$ cat config.mk
export PLATFORM = sky130hd
export DESIGN_NAME = uart_tx
export DESIGN_NICKNAME = d
export VERILOG_FILES = /design/src/rtl/uart_pkg.sv /design/src/rtl/uart_baud_cnt.sv /design/src/rtl/uart_tx.sv
export SDC_FILE = /design/constraint.sdc
export NUM_CORES = 1
export LEC_CHECK = 0
export BUFFER_PORTS_ARGS = -buffer_cell sky130_fd_sc_hd__buf_4
export CAP_MARGIN = 30
export CORE_ASPECT_RATIO = 1.1
export CORE_MARGIN = 1.5
export CORE_UTILIZATION = 25
export DETAILED_ROUTE_END_ITERATION = 12
export GPL_ROUTABILITY_DRIVEN = 0
export MAX_ROUTING_LAYER = met4
export SYNTH_ARGS = -nofsm -noshare
export SYNTH_HDL_FRONTEND = slang
export SYNTH_SLANG_ARGS = --single-unit
$ cat constraint.sdc
create_clock -name clk_3125 -period 1.85 [get_ports clk_3125]
set_input_delay 0.37 -clock clk_3125 [delete_from_list [all_inputs] [get_ports clk_3125]]
set_output_delay 0.37 -clock clk_3125 [all_outputs]
set_load 0.02 [all_outputs]
$ cat src/rtl/uart_pkg.sv
// Shared constants and FSM encoding for the 8E1 UART transmitter.
package uart_pkg;

  localparam int CLKS_PER_BIT = 27;
  localparam int DATA_BITS    = 8;
  localparam int FRAME_BITS   = 11;

  typedef enum logic [2:0] {
    ST_IDLE   = 3'd0,
    ST_START  = 3'd1,
    ST_DATA   = 3'd2,
    ST_PARITY = 3'd3,
    ST_STOP   = 3'd4
  } state_t;

endpackage

$ cat src/rtl/uart_baud_cnt.sv
// Per-bit cycle counter; o_bit_end marks the last clock of each serial bit.
module uart_baud_cnt #(
  parameter int CLKS_PER_BIT = uart_pkg::CLKS_PER_BIT
) (
  input  logic clk_3125,
  input  logic i_rst,
  input  logic i_restart,
  output logic o_bit_end
);

  localparam logic [4:0] LAST = 5'(CLKS_PER_BIT - 1);

  logic [4:0] r_cnt;

  always_ff @(posedge clk_3125) begin
    if (i_rst || i_restart) begin
      r_cnt <= '0;
    end else if (r_cnt == LAST) begin
      r_cnt <= '0;
    end else begin
      r_cnt <= r_cnt + 5'd1;
    end
  end

  assign o_bit_end = (r_cnt == LAST);

endmodule

$ cat src/rtl/uart_tx.sv
// UART transmitter: start, 8 data bits MSB first, even parity, one stop bit,
// with a one-entry holding register so the next byte can queue behind a frame.
module uart_tx #(
  parameter int CLKS_PER_BIT = uart_pkg::CLKS_PER_BIT
) (
  input  logic       clk_3125,
  input  logic       rst,
  input  logic [7:0] tx_data,
  input  logic       tx_valid,
  output logic       tx_ready,
  output logic       tx,
  output logic       tx_busy,
  output logic       tx_done,
  output logic [2:0] state
);

  import uart_pkg::*;

  state_t     r_state, w_state_next;
  logic [7:0] r_hold, r_shift, w_shift_next;
  logic [2:0] r_bit_cnt, w_bit_cnt_next;
  logic       r_hold_full, r_parity, w_parity_next;
  logic       r_tx, w_tx_next, w_load;
  logic       w_bit_end, w_busy, w_accept;

  assign w_busy   = r_state inside {ST_START, ST_DATA, ST_PARITY, ST_STOP};
  assign w_accept = tx_valid && !r_hold_full;

  // Counter is held at zero outside a frame so the first bit gets its full width.
  uart_baud_cnt #(.CLKS_PER_BIT(CLKS_PER_BIT)) u_baud (
    .clk_3125  (clk_3125),
    .i_rst     (rst),
    .i_restart (!w_busy),
    .o_bit_end (w_bit_end)
  );

  always_ff @(posedge clk_3125) begin
    if (rst) begin
      r_state     <= ST_IDLE;
      r_shift     <= '0;
      r_parity    <= 1'b0;
      r_bit_cnt   <= '0;
      r_tx        <= 1'b1;
      r_hold      <= '0;
      r_hold_full <= 1'b0;
    end else begin
      r_state   <= w_state_next;
      r_shift   <= w_shift_next;
      r_parity  <= w_parity_next;
      r_bit_cnt <= w_bit_cnt_next;
      r_tx      <= w_tx_next;
      if (w_load) begin
        r_hold_full <= 1'b0;
      end else if (w_accept) begin
        r_hold      <= tx_data;
        r_hold_full <= 1'b1;
      end
    end
  end

  always_comb begin
    w_state_next   = r_state;
    w_shift_next   = r_shift;
    w_parity_next  = r_parity;
    w_bit_cnt_next = r_bit_cnt;
    w_tx_next      = r_tx;
    w_load         = 1'b0;
    case (r_state)
      ST_IDLE: begin
        w_tx_next = 1'b1;
        w_load    = r_hold_full;
      end
      ST_START: begin
        if (w_bit_end) begin
          w_state_next   = ST_DATA;
          w_bit_cnt_next = '0;
          w_tx_next      = r_shift[7];
        end
      end
      ST_DATA: begin
        if (w_bit_end) begin
          w_bit_cnt_next = r_bit_cnt + 3'd1;
          if (r_bit_cnt == 3'(DATA_BITS - 1)) begin
            w_state_next = ST_PARITY;
            w_tx_next    = r_parity;
          end else begin
            w_shift_next = {r_shift[6:0], 1'b0};
            w_tx_next    = r_shift[6];
          end
        end
      end
      ST_PARITY: begin
        if (w_bit_end) begin
          w_state_next = ST_STOP;
          w_tx_next    = 1'b1;
        end
      end
      ST_STOP: begin
        if (w_bit_end) begin
          w_state_next = ST_IDLE;
          w_load       = r_hold_full;
        end
      end
      default: begin
        w_state_next = ST_IDLE;
        w_tx_next    = 1'b1;
      end
    endcase
    // A queued byte chains straight into a start bit, from IDLE or the last stop cycle.
    if (w_load) begin
      w_state_next   = ST_START;
      w_shift_next   = r_hold;
      w_parity_next  = ^r_hold;
      w_bit_cnt_next = '0;
      w_tx_next      = 1'b0;
    end
  end

  assign tx       = r_tx;
  assign tx_ready = !r_hold_full;
  assign tx_busy  = w_busy;
  assign tx_done  = (r_state == ST_STOP) && w_bit_end;
  assign state    = r_state;

endmodule
==> results of run 1 <==
cells by family (layout without fill, tap and decap cells):
| kind of cell | Yosys count | count (layout) | share of synthesized area |
|---|---|---|---|
| AND/OR/NAND/NOR | 52 | 52 | 0.1852 |
| AO/OA/AOI/OAI | 30 | 30 | 0.1730 |
| flip-flops | 30 | 30 | 0.3899 |
| buffers and inverters | 19 | 46 | 0.05361 |
| multiplexers | 15 | 15 | 0.09748 |
| XOR/XNOR | 12 | 12 | 0.06824 |
| adder cells (fa/ha/maj) | 4 | 4 | 0.03250 |
routing by layer:
layer	track usage	vias up	share of wire
met2	0.1486	19	0.47
met3	0.03333	5	0.046
met1	0.1155	570	0.47
li1	-	629	-
met4	0.06281	0	0.014
met5	-	-	0
worst max-delay path, stage by stage, from the launching register on:
cell,delay [ps]
dfxtp_2,330
inv_1,60
ha_4,160
and4b_2,220
and3_1,180
buf_4,150
worst min path at each step:
stage | start | to | slack [ps] | cells past startpoint
after floorplan | u_baud.r_cnt[0] | u_baud.r_cnt[0] | 430 | 1
after global placement | u_baud.r_cnt[0] | u_baud.r_cnt[0] | 450 | 1
after detailed placement | u_baud.r_cnt[0] | u_baud.r_cnt[0] | 450 | 1
after CTS | tx_data[7] | r_hold[7] | 310 | 3
after global routing | tx_data[7] | r_hold[7] | 310 | 3
final | tx_data[7] | r_hold[7] | 310 | 3
what timing repair did:
action | CTS | global route
gates cloned | 0 | 0
setup endpoints to repair | 1 | 10
pin swaps | 0 | 4
buffers inserted | 1 | 2
resized for setup | 3 | 10
through the flow:
stage	instance area [sq um]	setup slack (ps)
2_1_floorplan	1540	78.85
3_3_place_gp	1798	74.44
3_5_place_dp	1798	-2.129
4_1_cts	1889	21.53
5_1_grt	1944	-1.623
6_report	1944	99.18
layout make-up:
cell class	instances	area (sq um)
repair buffers	32	255.2
clock buffers	5	68.82
clock inverters	2	10.01
well taps	77	96.34
fillers	601	3897
multi-input cells	113	884.6
flip-flops and latches	30	603.1
inverters	7	26.28
state kept, by name, summed over array words and instances (netlist names):
name / flops
u_baud.r_cnt: 5
r_parity: 1
r_hold: 8
r_hold_full: 1
tx: 1
state: 3
r_bit_cnt: 3
r_shift: 8
synthesized netlist by cell type, types with 3 or more instances:
master	instances
a211oi_1	5
a211oi_2	7
a21oi_1	4
buf_2	3
clkbuf_1	8
dfxtp_1	30
ha_1	4
inv_1	5
mux2i_1	15
nand2_1	9
nand3_1	3
nor2_1	17
nor3_1	9
xnor2_1	10
power by group through the flow:
| stage | Combinational [uW] | Clock [uW] | Sequential [uW] |
|---|---|---|---|
| after floorplan | 198 | 0 | 725 |
| after global placement | 259 | 0 | 733 |
| after detailed placement | 263 | 0 | 732 |
| after CTS | 263 | 523 | 718 |
| after global routing | 295 | 550 | 724 |
| final | 270 | 502 | 720 |
==> impl_metrics.yaml, run 1 <==
min_path:
  holdCritPathClass: "input port to register"
floorplanning:
  ios: 18
  num_rows: 29
  die_area_sq_um: 6641
  initial_utilization: 0.2637
  core_sq_um: 5842
  die_w_um: 77.84
  chipHeight_um: 85.32
global_route:
  grt_use_total: 0.1002
  grt_start_max_net_pins: 27
  grt_pass1_wl_um: 5002
  antenna_found_initial: 0
  grt_overflow: 0
  grt_pass1_vias: 1102
layout:
  final_util: 0.3328
  fin_cells: 266
  most-common-layout-cells: "28 x buf_4, 28 x dfxtp_1, 17 x nor2_1, 15 x mux2i_1, 10 x xnor2_1"
  fin_nets: 204
  drive_above_1_share: 0.3016
  areaGrowthSynthToFinish_pct: 26.24
  diodes: 0
worst_setup_path:
  worstSetupEndpointType: "output port"
  crit_type: "register to output port"
  required_ps: 1480
  r2r_setup_slack_ps: 120
  cp.arrival_ps: 1380
  startpoint: "u_baud.r_cnt[0]"
  r2r_start: "u_baud.r_cnt[0]"
  start_kind: "register"
  cp_max_fo: 3
  reg2reg_depth: 9
  r2r_end: "r_shift[6]"
  cp-endpoint: "tx_done"
clock_tree:
  htreeDepth: 2
  clock-root-buffer: "clkbuf_8"
  cts_buffer_depth: 2
  hold_buffers: 0
  cts_tree: "done"
  numCtsBuffers: 5
  clk_latency_ps: 290
  clkSlewWorstSetupHoldPaths_ps: 70
  cts.sinks: 30
synthesis:
  yosysSeqAreaShare: 0.3899
  syn_inst: 162
  yosys.area.top_type_share: 0.3899
  synth_ff_type: "dfxtp_1"
  syn_avg_cell_area_sq_um: 9.508
  syn_nets: 177
  async_reset_ff_frac: 0
  synth-edff-count: 0
  synth_seq_cells: 30
  yosysUniqueCellTypes: 42
  yosys_warnings: 0
  syn_area_sq_um: 1540
  yosys-top-cells-area: "dfxtp_1 39%, mux2i_1 9.7%, a211oi_2 5.7%, xnor2_1 5.7%, nor2_1 4.1%"
  synth_top_cell_by_area: "dfxtp_1"
sta:
  hold_slack_ps: 309.1
  layout_min_cycle_time_ps: 1751
  tightest_slew_ps: 393.9
  hold_viol: 0
  finalCritPeriodShare: 0.9464
  clock.fmax_ghz: 0.5712
  fin_setup_tns_ps: 0
  max-slew-margin-rel: 0.7371
  slew_violations: 0
  fin_skew_ps: 9.018
  setup_violations: 0
power:
  power_frac_comb: 0.181
  vdd_ir_drop_max_v: 0.0004099
  p_sw_frac: 0.2787
  clockPowerShare: 0.336
  pwr-share-seq: 0.483
  p_per_area_nw_per_um2: 766.9
  internal-power_uw: 1076
  finalPower_uw: 1491
  p_leak_uw: 0.0007413
  p_sw_uw: 415.6
routing:
  firstDrtPassIters: 4
  wl_per_cell_um: 11.74
  postRouteAntennaNets: 0
  vias: 1223
  route.detailed.drc: 0
  drt_wl_total_um: 3123
  via_per_inst: 4.598
  drtIter0Drc: 53
place:
  dp_hpwl_um: 2210
  dp.cells: 256
  numPortBuffers: 17
run_status:
  outcome: "finished clean"
job:
  maxCapViolCount: 0
(Power assumes the default switching activity.)
==> run 2: changes to the inputs <==
--- a/config.mk
+++ b/config.mk
@@ -13,6 +13,7 @@
 export DETAILED_ROUTE_END_ITERATION = 12
 export GPL_ROUTABILITY_DRIVEN = 0
 export MAX_ROUTING_LAYER = met4
+export SKIP_LAST_GASP = 1
 export SYNTH_ARGS = -nofsm -noshare
 export SYNTH_HDL_FRONTEND = slang
 export SYNTH_SLANG_ARGS = --single-unit
==> constraint.sdc (replaced) <==
create_clock -name clk_3125 -period 2.2 [get_ports clk_3125]
set_input_delay 0.11 -clock clk_3125 [delete_from_list [all_inputs] [get_ports clk_3125]]
set_output_delay 0.11 -clock clk_3125 [all_outputs]
set_load 0.02 [all_outputs]
==> impl_metrics.yaml, run 2 (synthesized netlist as in run 1, its figures left out) <==
run_status:
  outcome: "finished clean"
global_route:
  grt_use_total: 0.09808
  antenna_found_initial: 0
  grt_start_max_net_pins: 27
  grt_overflow: 0
  grt_pass1_vias: 1117
  grt_pass1_wl_um: 5078
routing:
  drtIter0Drc: 42
  wl_per_cell_um: 11.25
  via_per_inst: 4.529
  drt_wl_total_um: 2869
  vias: 1155
  route.detailed.drc: 0
  firstDrtPassIters: 4
  postRouteAntennaNets: 0
worst_setup_path:
  worstSetupEndpointType: "register"
  cp.arrival_ps: 2110
  reg2reg_depth: 7
  start_kind: "register"
  cp_max_fo: 21
  required_ps: 2350
  crit_type: "register to register"
  r2r_end: "r_shift[4]"
  r2r_setup_slack_ps: 240
  r2r_start: "u_baud.r_cnt[0]"
clock_tree:
  htreeDepth: 2
  clock-root-buffer: "clkbuf_8"
  hold_buffers: 0
  cts_resized: 0
  clk_latency_ps: 280
  cts_tree: "done"
  cts_buffer_depth: 2
  cts.sinks: 30
  numCtsBuffers: 5
  cts_setup_buffers: 0
  clkSlewWorstSetupHoldPaths_ps: 60
layout:
  seqCellArea_sq_um: 600.6
  fin_cells: 255
  most-common-layout-cells: "30 x dfxtp_1, 20 x buf_4, 17 x nor2_1, 15 x mux2i_1, 10 x xnor2_1"
  reg.largest.list: "r_hold x8, r_shift x8, u_baud.r_cnt x5"
  final_util: 0.3118
  layout_commonest_cell: "dfxtp_1"
  multi_input_area_sq_um: 857.1
  fill_cells: 612
  areaGrowthSynthToFinish_pct: 18.28
  fin_nets: 192
  drive_above_1_share: 0.2191
  diodes: 0
sta:
  max-slew-margin-rel: 0.5410
  fin_setup_tns_ps: 0
  fin_skew_ps: 6.588
  tightest_slew_ps: 687.5
  hold_slack_ps: 66.48
  setup_violations: 0
  hold_viol: 0
  finalCritPeriodShare: 0.8929
  grt_setup_unrepaired: "no"
  clock.fmax_ghz: 0.5090
  slew_violations: 0
  layout_min_cycle_time_ps: 1964
power:
  p_per_area_nw_per_um2: 694.2
  finalPower_uw: 1265
  p_leak_uw: 0.0006796
  vdd_ir_drop_max_v: 0.0003502
min_path:
  min-delay-start: "tx_data[1]"
  hold_path_depth: 3
  min_to: "r_hold[1]"
  holdCritPathClass: "input port to register"
floorplanning:
  num_rows: 29
  chipHeight_um: 85.32
  die_area_sq_um: 6641
  die_w_um: 77.84
  core_sq_um: 5842
  ios: 18
  initial_utilization: 0.2637
place:
  numPortBuffers: 17
  dp.cells: 247
  dp_hpwl_um: 2018
job:
  maxCapViolCount: 0
-- run 2: cell types whose count changed in the layout (fill, tap and decap cells not counted), moves of 2 or more --
cell / before / now
buf_4: 28 / 20
buf_6: 4 / 0
dfxtp_1: 28 / 30
dfxtp_2: 2 / 0
ha_1: 2 / 4
-- run 2: power by group --
group | switching, uW | leakage, uW | internal [uW] | total, uW
combinational | 99.9 | 0.000386 | 101 | 201
clock | 202 | 0.0000482 | 252 | 454
sequential | 33.3 | 0.000245 | 576 | 610
total | 335 | 0.000680 | 929 | 1260
-- run 2: cell type report --
type,instances,share of cell area
repair buffers,20,0.08242
well taps,77,0.05288
clock buffers,7,0.04739
inverters,7,0.01442
clock inverters,1,0.002747
flip-flops and latches,30,0.3297
multi-input cells,113,0.4705
-- run 2: through the flow --
stage,instance area (sq um),setup slack (ps)
2_1_floorplan,1540,428.9
3_3_place_gp,1730,273.7
3_5_place_dp,1730,224.5
4_1_cts,1822,220.9
5_1_grt,1822,79.79
6_report,1822,235.6
-- run 2: worst max-delay path: stages, from the launching register on --
cell and delay, ps:
dfxtp_1 330, inv_1 60, ha_1 200, nand4b_4 190
a2111oi_4 390, buf_4 320, mux2i_1 260, a211oi_2 90
-- run 2: worst max-delay path by stage --
stage	startpoint	end	slack [ps]	cells past startpoint
finish	u_baud.r_cnt[0]	r_shift[4]	240	7
global route	u_baud.r_cnt[0]	r_shift[6]	80	7
CTS	u_baud.r_cnt[0]	r_shift[4]	220	7
detailed placement	u_baud.r_cnt[0]	r_shift[6]	220	7
global placement	u_baud.r_cnt[0]	r_shift[2]	270	7
floorplan	u_baud.r_cnt[0]	r_shift[1]	430	7
-- run 2: routing by layer --
layer / vias to the layer above / track usage / wire (um)
met3: 3 / 0.02581 / 103
met4: 0 / 0.03802 / 17
met2: 15 / 0.1510 / 1361
li1: 606 / - / -
met1: 531 / 0.1220 / 1387
met5: - / - / 0
